## config.mk

```make
export PLATFORM = sky130hd
export DESIGN_NAME = hms_clock_ctrl_flat
export DESIGN_NICKNAME = d
export VERILOG_FILES = /design/src/rtl/hms_clock_ctrl_if.sv /design/src/rtl/hms_clock_ctrl.sv /design/src/flat_wrapper.sv
export SDC_FILE = /design/constraint.sdc
export NUM_CORES = 1
export LEC_CHECK = 0
export CORE_ASPECT_RATIO = 0.8
export CORE_MARGIN = 4
export CORE_UTILIZATION = 57
export DETAILED_ROUTE_END_ITERATION = 12
export PLACE_DENSITY = 0.81
export SYNTH_ARGS = -nofsm -noshare
export SYNTH_HDL_FRONTEND = slang
export SYNTH_SLANG_ARGS = --single-unit
```

## constraint.sdc

```tcl
create_clock -name clk -period 2.35 [get_ports clk]
set_input_delay 0.47 -clock clk [delete_from_list [all_inputs] [get_ports clk]]
set_output_delay 0.47 -clock clk [all_outputs]
set_load 0.03 [all_outputs]
```

## src/rtl/hms_clock_ctrl_if.sv

```systemverilog
// Button inputs and time/mode/display outputs of the hh:mm:ss clock controller.
// The controller connects through the slave modport; the driving side uses master.
interface hms_clock_ctrl_if;
  logic       i_btn_mode;
  logic       i_btn_inc;
  logic [5:0] o_sec;
  logic [5:0] o_min;
  logic [4:0] o_hour;
  logic [1:0] o_mode;
  logic       o_tick;
  logic [5:0] o_six_dp;

  modport master (
    output i_btn_mode, i_btn_inc,
    input  o_sec, o_min, o_hour, o_mode, o_tick, o_six_dp
  );

  modport slave (
    input  i_btn_mode, i_btn_inc,
    output o_sec, o_min, o_hour, o_mode, o_tick, o_six_dp
  );
endinterface

```

## src/rtl/hms_clock_ctrl.sv

```systemverilog
// hh:mm:ss timekeeper with an internal 1 s tick, a 4-state set-mode FSM
// driven by two buttons, and a decimal-point blink mask marking the edited field.
module hms_clock_ctrl #(
  parameter int unsigned P_TICK_DIV = 50000000
) (
  input logic             clk,
  input logic             rst_n,
  hms_clock_ctrl_if.slave bus
);

  typedef enum logic [1:0] {
    CLOCK    = 2'd0,
    SET_SEC  = 2'd1,
    SET_MIN  = 2'd2,
    SET_HOUR = 2'd3
  } mode_e;

  localparam logic [31:0] TICK_LAST = 32'(P_TICK_DIV - 1);
  localparam logic [31:0] TICK_HALF = 32'(P_TICK_DIV / 2);

  mode_e       mode_q, mode_d;
  logic [31:0] tick_cnt_q, tick_cnt_d;
  logic        tick_q, tick_d;
  logic [5:0]  sec_q, sec_d;
  logic [5:0]  min_q, min_d;
  logic [4:0]  hour_q, hour_d;
  logic [5:0]  six_dp_q, six_dp_d;
  logic        btn_mode_q, btn_mode_d;
  logic        btn_inc_q, btn_inc_d;

  logic        mode_press;
  logic        inc_press;
  logic        blink;

  always_comb begin
    btn_mode_d = bus.i_btn_mode;
    btn_inc_d  = bus.i_btn_inc;
    mode_press = bus.i_btn_mode & ~btn_mode_q;
    inc_press  = bus.i_btn_inc & ~btn_inc_q;
    blink      = (tick_cnt_q < TICK_HALF);

    tick_cnt_d = (tick_cnt_q == TICK_LAST) ? '0 : tick_cnt_q + 32'd1;
    tick_d     = (tick_cnt_q == TICK_LAST);
    mode_d     = mode_q;
    sec_d      = sec_q;
    min_d      = min_q;
    hour_d     = hour_q;

    unique case (mode_q)
      CLOCK: begin
        // Carry chain: only the field that wraps passes the increment upward.
        if (tick_q) begin
          if (sec_q == 6'd59) begin
            sec_d = '0;
            if (min_q == 6'd59) begin
              min_d  = '0;
              hour_d = (hour_q == 5'd23) ? '0 : hour_q + 5'd1;
            end else begin
              min_d = min_q + 6'd1;
            end
          end else begin
            sec_d = sec_q + 6'd1;
          end
        end
        if (mode_press) mode_d = SET_SEC;
      end
      SET_SEC: begin
        if (inc_press) sec_d = (sec_q == 6'd59) ? '0 : sec_q + 6'd1;
        if (mode_press) mode_d = SET_MIN;
      end
      SET_MIN: begin
        if (inc_press) min_d = (min_q == 6'd59) ? '0 : min_q + 6'd1;
        if (mode_press) mode_d = SET_HOUR;
      end
      SET_HOUR: begin
        if (inc_press) hour_d = (hour_q == 5'd23) ? '0 : hour_q + 5'd1;
        // Restart the second so the first increment after setting is a full period away.
        if (mode_press) begin
          mode_d     = CLOCK;
          tick_cnt_d = '0;
        end
      end
      default: mode_d = CLOCK;
    endcase

    unique case (mode_q)
      SET_SEC:  six_dp_d = {4'b0000, blink, blink};
      SET_MIN:  six_dp_d = {2'b00, blink, blink, 2'b00};
      SET_HOUR: six_dp_d = {blink, blink, 4'b0000};
      default:  six_dp_d = '0;
    endcase
  end

  always_ff @(posedge clk or negedge rst_n) begin
    if (!rst_n) begin
      mode_q     <= CLOCK;
      tick_cnt_q <= '0;
      tick_q     <= 1'b0;
      sec_q      <= '0;
      min_q      <= '0;
      hour_q     <= '0;
      six_dp_q   <= '0;
      btn_mode_q <= 1'b0;
      btn_inc_q  <= 1'b0;
    end else begin
      mode_q     <= mode_d;
      tick_cnt_q <= tick_cnt_d;
      tick_q     <= tick_d;
      sec_q      <= sec_d;
      min_q      <= min_d;
      hour_q     <= hour_d;
      six_dp_q   <= six_dp_d;
      btn_mode_q <= btn_mode_d;
      btn_inc_q  <= btn_inc_d;
    end
  end

  assign bus.o_sec    = sec_q;
  assign bus.o_min    = min_q;
  assign bus.o_hour   = hour_q;
  assign bus.o_mode   = mode_q;
  assign bus.o_tick   = tick_q;
  assign bus.o_six_dp = six_dp_q;

endmodule

```

## src/flat_wrapper.sv

```systemverilog
// flat-port wrapper written by rule: the top's interface ports become plain ports
module hms_clock_ctrl_flat 
#(
  parameter int unsigned P_TICK_DIV = 50000000
)
  (clk, rst_n, bus_i_btn_mode, bus_i_btn_inc, bus_o_sec, bus_o_min, bus_o_hour, bus_o_mode, bus_o_tick, bus_o_six_dp);
  hms_clock_ctrl_if bus_i ();
  input logic clk;
  input logic rst_n;
  input wire logic [$bits(bus_i.i_btn_mode)-1:0] bus_i_btn_mode;
  input wire logic [$bits(bus_i.i_btn_inc)-1:0] bus_i_btn_inc;
  output wire logic [$bits(bus_i.o_sec)-1:0] bus_o_sec;
  output wire logic [$bits(bus_i.o_min)-1:0] bus_o_min;
  output wire logic [$bits(bus_i.o_hour)-1:0] bus_o_hour;
  output wire logic [$bits(bus_i.o_mode)-1:0] bus_o_mode;
  output wire logic [$bits(bus_i.o_tick)-1:0] bus_o_tick;
  output wire logic [$bits(bus_i.o_six_dp)-1:0] bus_o_six_dp;
  assign bus_i.i_btn_mode = bus_i_btn_mode;
  assign bus_i.i_btn_inc = bus_i_btn_inc;
  assign bus_o_sec = bus_i.o_sec;
  assign bus_o_min = bus_i.o_min;
  assign bus_o_hour = bus_i.o_hour;
  assign bus_o_mode = bus_i.o_mode;
  assign bus_o_tick = bus_i.o_tick;
  assign bus_o_six_dp = bus_i.o_six_dp;
  hms_clock_ctrl #(.P_TICK_DIV(P_TICK_DIV)) u_core (.clk(clk), .rst_n(rst_n), .bus(bus_i));
endmodule
```

==> metrics.txt <==
Critical Path Sink Type=output pin; Layout Cell Area excl Fill=3575 um2; wirelength, routed=6.225 mm; number of synthesized flops with an enable pin=0; ratio of routed vias to standard cells=5.737; number of global-route vias before repair=2,279; last weighted congestion value of the routability-driven placer=0.8379; count of hold-fix buffers inserted at cts=0; leading post-synthesis cells by instance count=dfrtp_1, nor2_1, nand2_1; drt first-iter violations=135; Initial Utilization=59.76%; post-synthesis adder-cell area fraction=3.699%; post-synth cell types=47; Yosys reg bits=57; Max Clock Freq=493.2 MHz; largest family of logic cells by synthesized area=simple AND/OR/NAND/NOR gates; fraction of synthesis flops using an asynchronous set or reset pin=100.0%; number of buffers inserted during clock tree synthesis=9; post-synthesis compound-gate area fraction=5.795%; cts repair resizes=0; max-cap viol count=0; fraction of synthesized area in multiplexers=3.206%; final routed DRC violation total=0; highest-delay cell along the critical path=clkdlybuf4s50_1; gate family responsible for the most delay along the worst path=buffers and inverters; residual antenna-violating net count after detailed routing=0; # clock sinks=57; startpoint of the worst-slack reg-to-reg timing path=u_core.tick_cnt_q[0]$_DFF_PN0_; Post-CTS Setup Inserts=0; average routed wire per standard cell=15.29 um; highest metal layer with signal wires=met4; cell type with the largest total area after synthesis=dfrtp_1; maximum clock skew at final layout=0.005343 ns; worst path cell trace=clkdlybuf4s50_1; clock insertion delay at the later pin of the skew report=0.34 ns; worst max-slew margin expressed relative to the limit=57.43%; H-tree levels=3; Synth Net Count=322; final hold vios=0; Post-Synthesis Mean Instance Area=9.852 um2; pin count of the biggest net entering global routing=32; IO buf count=29; result of the run=finished, final reports clean; Simple-Gate Fraction of Synth Area=27.99%; clock buffer depth=2; root buffer cell=clkbuf_8; class of the tightest hold or removal check=in2async; Final Total Pwr=4.000 mW; slew at the pin closest to its max-slew limit=0.6386 ns; post-place instance area=3379 um2; CP required=1.88 ns; Post-Syn Instances=309; total via count after detailed routing=2,335; total global routing track utilization=20.31%; count of warnings emitted by yosys=0; setup violation total in the final timing report=0; Crit Path Category=reg2out; Cell Area, Synth=3044 um2; wire length of the first global-routing pass=10.51 mm; Metal-1 WL=2.921 mm; count of pins on the block boundary=30; xor and xnor fraction of the mapped netlist area=8.631%; half-perimeter wire length of the detailed placement result=4.394 mm; global route overflow=0; register clock-pin slew on the reported worst setup and hold paths=0.07 ns; Area growth syn-to-layout=17.43%; reg-to-reg slack, setup=0.36 ns; die outline width=89.71 um; Core Box Area=5094 um2; CTS tree=done; chip height=73.37 um; part of the Yosys area used for sequential elements=46.86%; share of final-layout standard cells stronger than drive strength 1=14.20%; cells taking the most area after synthesis=dfrtp_1, xnor2_1, nor2_1; final critical delay including setup and external delays=2.028 ns; buffers and inverters on the worst path=1; arrival time of data at the critical path endpoint=1.56 ns; net count of the finished layout=353; ant diodes=0; Critical Path Start Type=flop; Pwr Density=1119 nW/um2; final cycle utilization of the critical path=86.28%; Pre-antenna DRT Iters=4; max-slew violation count=0; Leak=1.514 nW; reg2reg end=u_core.tick_cnt_q[14]$_DFF_PN0_; Total Die Area=6581 um2; maximum vdd ir drop=894.8 uV; number of cell rows=23; unrepaired setup endpoints after global routing=no; largest fanout of any net on the critical path=9; most frequently used cell type in the post-synthesis netlist=dfrtp_1; Reg2Reg Depth=7; top cell type's share of synthesized area=46.86%; wire length on met2=2.826 mm; number of antenna violations at the first check in global routing=0; Worst path max stage delay=0.73 ns; predominant post-synthesis flop cell=dfrtp_1; final setup TNS=0 ns; met3 wirelength from detailed routing=362 um
## power by group
| group | internal, mW | switching [mW] |
|---|---|---|
| clock | 0.486 | 0.423 |
| sequential | 1.20 | 0.256 |
| combinational | 0.700 | 0.934 |
| total | 2.39 | 1.61 |
## sequential cells by signal, summed over array words and instances, names as in the netlist
signal / flops
u_core.btn_inc_q: 1
u_core.bus.o_tick: 1
u_core.bus.o_sec: 6
u_core.tick_cnt_q: 32
u_core.bus.o_six_dp: 3
u_core.bus.o_mode: 2
u_core.bus.o_hour: 5
u_core.btn_mode_q: 1
u_core.bus.o_min: 6
## cell type report
class,count,area [um2]
well taps,62,77.57
inverters,11,41.29
clock buffers,9,123.9
flip-flops and latches,57,1426
multi-input cells,229,1501
repair buffers,32,332.8
clock inverters,7,71.32
fillers,366,1519
## layout by cell type, fill, tap and decap left out, drive strengths merged, types with 3 or more instances in the layout
cell,Yosys,layout
mux2i,3,3
dfrtp,57,57
a31oi,3,3
a21o,3,3
clkinv,0,3
clkinvlp,0,3
nor3,14,14
and4,3,3
nand4,10,10
buf,10,4
clkdlybuf4s50,0,28
and3,7,7
xnor2,24,24
ha,9,9
clkbuf,2,9
nand3,14,14
nand2,30,30
xor2,6,6
o31ai,3,3
mux2,6,6
and2,3,3
inv,11,11
a21oi,6,6
o21ai,8,8
nor2,48,48
nor4,15,15
## through the flow
step | hold slack [ns] | instances | worst slack [ns] | util [%]
2_1_floorplan | 0.1744 | 309 | 0.4592 | -
3_3_place_gp | 0.4636 | 391 | 0.4105 | 66.35
3_5_place_dp | 0.4747 | 391 | 0.3648 | 66.35
4_1_cts | 0.1587 | 407 | 0.3120 | 70.18
5_1_grt | 0.1901 | 407 | 0.1729 | 70.18
6_report | 0.1476 | 407 | 0.3223 | 70.18
## per-layer routing
metal  vias to the layer above  global-route usage (%)
met2                        60                   33.00
met3                        16                   5.527
li1                       1134                       -
met5                         -                       0
met4                         0                   8.844
met1                      1125                   26.05
## cells by family (layout without fill, tap and decap cells)
logic type / after synthesis / after routing
mux: 9 / 9
compound gates: 28 / 28
flops: 57 / 57
simple gates: 153 / 153
fa+ha+maj: 9 / 9
buf+inv: 23 / 59
xor+xnor: 30 / 30
## worst max-delay path by stage
stage / startpoint / end / slack (ns) / cells after the start
after floorplan: u_core.bus.o_sec[0]$_DFFE_PN0P_ / u_core.bus.o_hour[4]$_DFFE_PN0P_ / 0.46 / 6
after global placement: bus_i_btn_inc / u_core.bus.o_hour[4]$_DFFE_PN0P_ / 0.41 / 5
after detailed placement: bus_i_btn_inc / u_core.bus.o_hour[3]$_DFFE_PN0P_ / 0.36 / 5
after CTS: u_core.bus.o_sec[2]$_DFFE_PN0P_ / bus_o_sec[2] / 0.31 / 1
after global routing: u_core.tick_cnt_q[0]$_DFF_PN0_ / u_core.tick_cnt_q[14]$_DFF_PN0_ / 0.17 / 7
final: u_core.bus.o_sec[2]$_DFFE_PN0P_ / bus_o_sec[2] / 0.32 / 1
Power figures use the tool's default switching activity.
